<file path="config.mk">
export PLATFORM = sky130hd
export DESIGN_NAME = dual_port_ram_ctrl
export DESIGN_NICKNAME = d
export VERILOG_FILES = /design/src/rtl/dual_port_ram_ctrl.sv
export SDC_FILE = /design/constraint.sdc
export NUM_CORES = 2
export LEC_CHECK = 0
export CORE_ASPECT_RATIO = 1.1
export CORE_MARGIN = 3
export CORE_UTILIZATION = 50
export DETAILED_ROUTE_END_ITERATION = 6
export PLACE_DENSITY = 0.66
export SLEW_MARGIN = 0
export SYNTH_ARGS = -nofsm -noshare
export SYNTH_HDL_FRONTEND = slang
export SYNTH_SLANG_ARGS = --single-unit
</file>
<file path="constraint.sdc">
create_clock -name clk -period 4.05 [get_ports clk]
set_clock_uncertainty 0.15 [all_clocks]
set_input_delay 0.81 -clock clk [delete_from_list [all_inputs] [get_ports clk]]
set_output_delay 0.81 -clock clk [all_outputs]
set_load 0.005 [all_outputs]
</file>
<file path="src/rtl/dual_port_ram_ctrl.sv">
// dual_port_ram_ctrl: parametrised true dual-port synchronous RAM with byte
// enables, selectable read-during-write mode, optional output register,
// power-up/commanded memory clear and write-write collision arbitration.
// Optional feature macro: DUAL_PORT_RAM_PARITY_EN (per-byte even parity).
//
// state   | meaning
// S_CLEAR | zeroing one word per cycle at ptr, requests dropped, rdy=0
// S_READY | both ports serve requests, rdy=1
module dual_port_ram_ctrl #(
  parameter int DATA_W  = 16,
  parameter int ADDR_W  = 6,
  parameter int WR_MODE = 0,
  parameter int OUT_REG = 0
) (
  input  logic                clk,
  input  logic                rst_n,
  input  logic                clr,
  output logic                rdy,
  input  logic                en_a,
  input  logic                we_a,
  input  logic [DATA_W/8-1:0] be_a,
  input  logic [ADDR_W-1:0]   addr_a,
  input  logic [DATA_W-1:0]   data_a,
  output logic [DATA_W-1:0]   q_a,
  output logic                valid_a,
  input  logic                en_b,
  input  logic                we_b,
  input  logic [DATA_W/8-1:0] be_b,
  input  logic [ADDR_W-1:0]   addr_b,
  input  logic [DATA_W-1:0]   data_b,
  output logic [DATA_W-1:0]   q_b,
  output logic                valid_b,
  output logic                collision
`ifdef DUAL_PORT_RAM_PARITY_EN
  ,
  input  logic                inj_par,
  output logic [DATA_W/8-1:0] par_err_a,
  output logic [DATA_W/8-1:0] par_err_b
`endif
);

  localparam int NB    = DATA_W / 8;
  localparam int DEPTH = 2 ** ADDR_W;

  typedef enum logic {S_CLEAR, S_READY} state_t;

  state_t              state, state_nxt;
  logic                clearing;
  logic [ADDR_W-1:0]   ptr;
  logic [DATA_W-1:0]   mem [DEPTH];

  logic                rd_a, wr_a, rd_b, wr_b, same, ld_a, ld_b;
  logic [DATA_W-1:0]   old_a, old_b, mask_a, mask_b, mask_bc;
  logic [DATA_W-1:0]   word_a, own_b, word_b, ldq_a, ldq_b;
  logic [DATA_W-1:0]   q1_a, q1_b;
  logic                v1_a, v1_b;

  function automatic logic [DATA_W-1:0] byte_mask(input logic [NB-1:0] be);
    logic [DATA_W-1:0] m;
    for (int i = 0; i < NB; i++) m[8*i +: 8] = {8{be[i]}};
    return m;
  endfunction

  // State register; reset always restarts the clear from address 0
  always_ff @(posedge clk or negedge rst_n) begin
    if (!rst_n) state <= S_CLEAR;
    else        state <= state_nxt;
  end

  // Next state and status outputs
  always_comb begin
    state_nxt = state;
    rdy       = 1'b0;
    clearing  = 1'b0;
    case (state)
      S_CLEAR: begin
        clearing = 1'b1;
        if (ptr == '1) state_nxt = S_READY;
      end
      S_READY: begin
        rdy = 1'b1;
        if (clr) state_nxt = S_CLEAR;
      end
      default: state_nxt = S_CLEAR;
    endcase
  end

  // Clear pointer: advances while clearing, parked at 0 otherwise
  always_ff @(posedge clk or negedge rst_n) begin
    if (!rst_n)        ptr <= '0;
    else if (clearing) ptr <= ptr + 1'b1;
    else               ptr <= '0;
  end

  assign rd_a  = rdy & en_a & ~we_a;
  assign wr_a  = rdy & en_a & we_a;
  assign rd_b  = rdy & en_b & ~we_b;
  assign wr_b  = rdy & en_b & we_b;
  assign same  = wr_a & wr_b & (addr_a == addr_b);

  assign old_a   = mem[addr_a];
  assign old_b   = mem[addr_b];
  assign mask_a  = byte_mask(be_a);
  assign mask_b  = byte_mask(be_b);
  // On a same-address collision port B only fills bytes port A leaves alone
  assign mask_bc = byte_mask(be_b & ~be_a);
  assign word_a  = (old_a & ~mask_a) | (data_a & mask_a);
  assign own_b   = (old_b & ~mask_b) | (data_b & mask_b);
  assign word_b  = same ? ((word_a & ~mask_bc) | (data_b & mask_bc)) : own_b;

  // Write-first returns the port's own merged word; otherwise the old word
  assign ld_a  = rd_a | (wr_a & (WR_MODE != 2));
  assign ld_b  = rd_b | (wr_b & (WR_MODE != 2));
  assign ldq_a = (wr_a && WR_MODE == 1) ? word_a : old_a;
  assign ldq_b = (wr_b && WR_MODE == 1) ? own_b  : old_b;

  // Array update; B is written last so its merged word carries A's bytes
  always_ff @(posedge clk) begin
    if (clearing) begin
      mem[ptr] <= '0;
    end else begin
      if (wr_a) mem[addr_a] <= word_a;
      if (wr_b) mem[addr_b] <= word_b;
    end
  end

  // First read stage: q holds between loads, valid is a one-cycle pulse
  always_ff @(posedge clk or negedge rst_n) begin
    if (!rst_n) begin
      q1_a <= '0;
      q1_b <= '0;
      v1_a <= 1'b0;
      v1_b <= 1'b0;
    end else begin
      v1_a <= ld_a;
      v1_b <= ld_b;
      if (ld_a) q1_a <= ldq_a;
      if (ld_b) q1_b <= ldq_b;
    end
  end

  // Collision flag registered so it appears right after the write edge
  always_ff @(posedge clk or negedge rst_n) begin
    if (!rst_n) collision <= 1'b0;
    else        collision <= same;
  end

`ifdef DUAL_PORT_RAM_PARITY_EN
  logic [NB-1:0] pmem [DEPTH];
  logic [NB-1:0] pold_a, pold_b, pnew_a, pnew_b, pown_a, pown_b, pw_b;
  logic [NB-1:0] lde_a, lde_b, e1_a, e1_b, eo_a, eo_b;

  function automatic logic [NB-1:0] byte_par(input logic [DATA_W-1:0] w);
    logic [NB-1:0] p;
    for (int i = 0; i < NB; i++) p[i] = ^w[8*i +: 8];
    return p;
  endfunction

  assign pold_a = pmem[addr_a];
  assign pold_b = pmem[addr_b];
  assign pnew_a = byte_par(data_a) ^ NB'(inj_par);
  assign pnew_b = byte_par(data_b) ^ NB'(inj_par);
  assign pown_a = (pold_a & ~be_a) | (pnew_a & be_a);
  assign pown_b = (pold_b & ~be_b) | (pnew_b & be_b);
  assign pw_b   = same ? ((pown_a & ~(be_b & ~be_a)) | (pnew_b & be_b & ~be_a)) : pown_b;
  assign lde_a  = (wr_a && WR_MODE == 1) ? (byte_par(word_a) ^ pown_a) : (byte_par(old_a) ^ pold_a);
  assign lde_b  = (wr_b && WR_MODE == 1) ? (byte_par(own_b)  ^ pown_b) : (byte_par(old_b) ^ pold_b);

  // Parity array follows the data array write for write
  always_ff @(posedge clk) begin
    if (clearing) begin
      pmem[ptr] <= '0;
    end else begin
      if (wr_a) pmem[addr_a] <= pown_a;
      if (wr_b) pmem[addr_b] <= pw_b;
    end
  end

  // Parity error captured alongside the read data
  always_ff @(posedge clk or negedge rst_n) begin
    if (!rst_n) begin
      e1_a <= '0;
      e1_b <= '0;
    end else begin
      if (ld_a) e1_a <= lde_a;
      if (ld_b) e1_b <= lde_b;
    end
  end

  assign par_err_a = valid_a ? eo_a : '0;
  assign par_err_b = valid_b ? eo_b : '0;
`endif

  if (OUT_REG != 0) begin : g_out_reg
    logic [DATA_W-1:0] q2_a, q2_b;
    logic              v2_a, v2_b;
    // Second stage delays data and valid by one more edge
    always_ff @(posedge clk or negedge rst_n) begin
      if (!rst_n) begin
        q2_a <= '0;
        q2_b <= '0;
        v2_a <= 1'b0;
        v2_b <= 1'b0;
      end else begin
        v2_a <= v1_a;
        v2_b <= v1_b;
        if (v1_a) q2_a <= q1_a;
        if (v1_b) q2_b <= q1_b;
      end
    end
    assign q_a     = q2_a;
    assign q_b     = q2_b;
    assign valid_a = v2_a;
    assign valid_b = v2_b;
`ifdef DUAL_PORT_RAM_PARITY_EN
    logic [NB-1:0] e2_a, e2_b;
    // Parity error tracks the delayed data
    always_ff @(posedge clk or negedge rst_n) begin
      if (!rst_n) begin
        e2_a <= '0;
        e2_b <= '0;
      end else begin
        if (v1_a) e2_a <= e1_a;
        if (v1_b) e2_b <= e1_b;
      end
    end
    assign eo_a = e2_a;
    assign eo_b = e2_b;
`endif
  end else begin : g_no_reg
    assign q_a     = q1_a;
    assign q_b     = q1_b;
    assign valid_a = v1_a;
    assign valid_b = v1_b;
`ifdef DUAL_PORT_RAM_PARITY_EN
    assign eo_a = e1_a;
    assign eo_b = e1_b;
`endif
  end

endmodule
</file>
==> summary.md <==
| Metric | Value |
|---|---|
| Commonest non-fill, non-tap cells in the layout | `edfxtp_1 (1,024), buf_4 (842), nand2_1 (686)` |
| WL final | `284,800 microns` |
| Setup TNS | `-0.6479 ns` |
| Buf/Inv on CP | `6` |
| Worst setup margin | `-0.05967 ns` |
| Cell area after synthesis | `0.06369 sq mm` |
| TritonCTS clock tree | `yes` |
| DRT antenna net count | `0` |
| Fin nets | `6,084` |
| Ports | `91` |
| First-pass GRT wire length | `395,500 microns` |
| Slowest cell on crit path | `a2111oi_0` |
| Filler cells | `9,801` |
| Finished Layout Cells | `7,782` |
| CTS Root Cell | `clkbuf_16` |
| Post-synthesis sequential area ratio | `49.93%` |
| Worst-path cell chain | `buf_2 -> buf_4 -> buf_12 -> nor2b_1 -> buf_4 -> a22oi_1 -> a2111oi_0 -> buf_4 -> a211oi_1 -> or3_2 -> buf_12 -> o21ai_0` |
| Final hold vios | `0` |
| Fin crit period | `4.110 ns` |
| Chip height | `380.3 microns` |
| Overall routing resource usage | `42.36%` |
| Avg Synthesized Cell Area | `11.84 sq um` |
| Adder-cell share of the synthesized area | `0.01965%` |
| Max Fclk | `243.3 MHz` |
| RSZ-0062 raised after global routing | `false` |
| Worst slew pin tran | `1.391 ns` |
| Gate Count Post-Synth | `5,380` |
| Synth unique cells | `93` |
| Final setup viols | `52` |
| Leak pwr | `0.02957 uW` |
| Failing checks | `DRC, setup timing` |
| DRC Markers | `16` |
| Mapped Nets | `5,436` |
| Slew Viols, Final | `0` |
| Area Overhead vs Synth | `22.01%` |
| Gp weighted congestion | `1.087` |
| Top cell family by delay on the critical path | `buffers and inverters` |
| Initial antenna violation count | `13` |
| CP Data Required Time | `4.45 ns` |
| H-tree depth | `3` |
| Crit path max fanout | `32` |
| Die area | `0.1317 sq mm` |
| Post-synthesis simple-gate area fraction | `8.827%` |
| Core area | `0.1258 sq mm` |
| Largest net degree at the start of global routing | `57` |
| Vias in the first global route | `52,580` |
| Clk sink count | `1,066` |
| DR vias/cell | `7.061` |
| Worst setup SP type | `input port` |
| Share of post-route cells with drive strength above 1 | `31.01%` |
| Grt total ovfl | `0` |
| Worst Hold Class | `flop to flop` |
| Num CTS Buffers | `110` |
| Relative slew margins | `6.763%` |
| DRT Pass-1 Iters | `7` |
| Setup CP Type | `input port to flop` |
| Post-DP HPWL | `210,300 microns` |
| Synth Area in Compound Gates | `14.04%` |
| Ys async rst share | `3.940%` |
| Register area | `0.03180 sq mm` |
| Hold Slack | `0.3401 ns` |
| Commonest non-fill, non-tap cell in the layout | `edfxtp_1` |
| PD cells | `388.2 mW/mm^2` |
| Flop2flop setup slack | `0.16 ns` |
| Main combinational cell family by area after synthesis | `multiplexers` |
| I/O Buffers | `90` |
| Initial Utilization | `50.64%` |
| Placed cells | `7,570` |
| Most frequent CP cell | `buf_4` |
| CP Capture Type | `flop` |
| Die width | `346.3 microns` |
| Final period util | `101.5%` |
| Synth Area in XOR/XNOR | `0.1238%` |
| Status | `finished, violations left` |
| # rows | `136` |
| Post-synth top flop | `edfxtp_1` |
| Vias | `54,950` |
| Synth warnings | `0` |
| Iter 0 DRT Violations | `8,853` |
| CTS max path bufs | `3` |
| Clk pin slew, worst setup/hold paths | `0.06 ns` |
| Max IR drop VDD | `387.4 uV` |
| Post-synthesis mux area share | `21.49%` |
| Worst-Skew Late Latency | `0.77 ns` |
| FF+latch count, synth | `1,066` |
| Slowest Stage Delay on Critical Path | `0.70 ns` |
| Data arrival, critical path | `4.51 ns` |
| Wire per inst | `36.60 microns` |
| Number of enable flip-flop cells after synthesis | `1,024` |
| PnR Total Power | `30,160 uW` |
| Maxcap violations | `0` |
| Area of the multi-input gates | `0.02883 sq mm` |
## per-layer routing
| metal | vias up | GRT usage [%] | part of all wire (%) |
|---|---|---|---|
| met5 | - | 0.5466 | 0.052 |
| met4 | 10 | 32.03 | 9.6 |
| met3 | 1181 | 13.48 | 15 |
| met2 | 5072 | 60.34 | 41 |
| met1 | 26650 | 53.88 | 34 |
| li1 | 22030 | - | - |
## state kept, by name, summed over array words and instances, names as in the netlist
| signal | flops |
|---|---|
| q_a | 16 |
| mem | 1024 |
| valid_b | 1 |
| valid_a | 1 |
| ptr | 6 |
| state | 1 |
| q_b | 16 |
| collision | 1 |
## Yosys cell counts, types with 8 or more instances
library cell / instances / share of area [%]
o22a_1: 11 / 0.15
nor2b_1: 21 / 0.21
inv_1: 21 / 0.12
a211oi_1: 11 / 0.13
a31oi_1: 33 / 0.32
o22ai_1: 63 / 0.62
a32oi_1: 14 / 0.19
buf_2: 105 / 0.83
a22o_1: 26 / 0.36
buf_1: 22 / 0.13
nand4_1: 8 / 0.079
mux2_2: 158 / 2.8
a221oi_1: 101 / 1.4
o211ai_1: 13 / 0.15
nor4_1: 11 / 0.11
o21ai_1: 42 / 0.33
buf_4: 30 / 0.35
mux4_2: 324 / 11
dfrtp_1: 42 / 1.7
o221ai_1: 12 / 0.17
nor3b_1: 12 / 0.14
clkbuf_1: 324 / 1.9
and2_1: 10 / 0.098
a21oi_1: 277 / 2.2
a21oi_2: 61 / 0.84
nand3_1: 32 / 0.25
nor2_1: 403 / 2.4
a22oi_1: 100 / 1.2
mux2i_1: 450 / 7.1
nand3b_1: 9 / 0.11
xor2_1: 8 / 0.11
o21ai_0: 540 / 4.2
nor3_1: 31 / 0.24
edfxtp_1: 1024 / 48
and3_1: 23 / 0.23
nand2b_1: 31 / 0.30
o2bb2ai_1: 13 / 0.18
buf_6: 107 / 1.9
nand2_1: 687 / 4.0
a221o_1: 28 / 0.44
## through the flow
step           utilization (%)  cell area (sq um)  setup slack, ns
2_1_floorplan                -              63690          -0.2471
3_3_place_gp             58.92              74090          -0.7995
3_5_place_dp             58.92              74090          -0.7991
4_1_cts                  61.76              77670          0.09827
5_1_grt                  61.78              77690          0.01967
6_report                 61.79              77700         -0.05967
## worst paths after layout
| path | cells after the start | start | end |
|---|---|---|---|
| worst min-delay path | 2 | q_b[5] | q_b[5] |
| worst max register to register | 10 | mem[30][6] | mem[60][6] |
| worst min register to register | 2 | q_b[5] | q_b[5] |
| max in group asynchronous | 3 | rst_n | q_a[12] |
| worst max-delay path | 12 | addr_a[3] | mem[43][12] |
| min in group asynchronous | 2 | rst_n | q_a[3] |
## cells by family (layout without fill, tap and decap cells)
kind of cell	after synthesis	in the layout
AO/OA/AOI/OAI	1413	1413
flip-flops	1066	1066
buffers and inverters	626	1366
adder cells (fa/ha/maj)	1	1
other	0	6
AND/OR/NAND/NOR	1329	1329
XOR/XNOR	9	9
multiplexers	936	936
## worst min-delay path, stage by stage, from the launching register on
cell and delay, ns:
dfrtp_1 0.35, nand2_1 0.05, nand2_1 0.06
## area by class of cell
class / instances / area share [%]
timing repair buffer: 1137 / 14.58
multi-input combinational: 3688 / 37.10
sequential: 1066 / 40.92
clock buffer: 140 / 3.848
tap: 1656 / 2.666
clock inverter: 64 / 0.7407
antenna: 6 / 0.01932
inverter: 25 / 0.1224
## timing repair
item,in CTS,in global routing
endpoints found under the hold margin,14,0
gates cloned,0,0
pin swaps,0,0
gates resized for setup,0,3
endpoints found under the setup margin,13,86
buffers inserted,1,0
hold buffers,1,0
## where the power goes
group | leakage (uW) | switching [uW] | internal [uW]
sequential | 0.0106 | 471 | 12800
combinational | 0.0173 | 3890 | 2600
clock | 0.00176 | 4650 | 5790
total | 0.0296 | 9010 | 21200
Power figures use the tool's default switching activity.
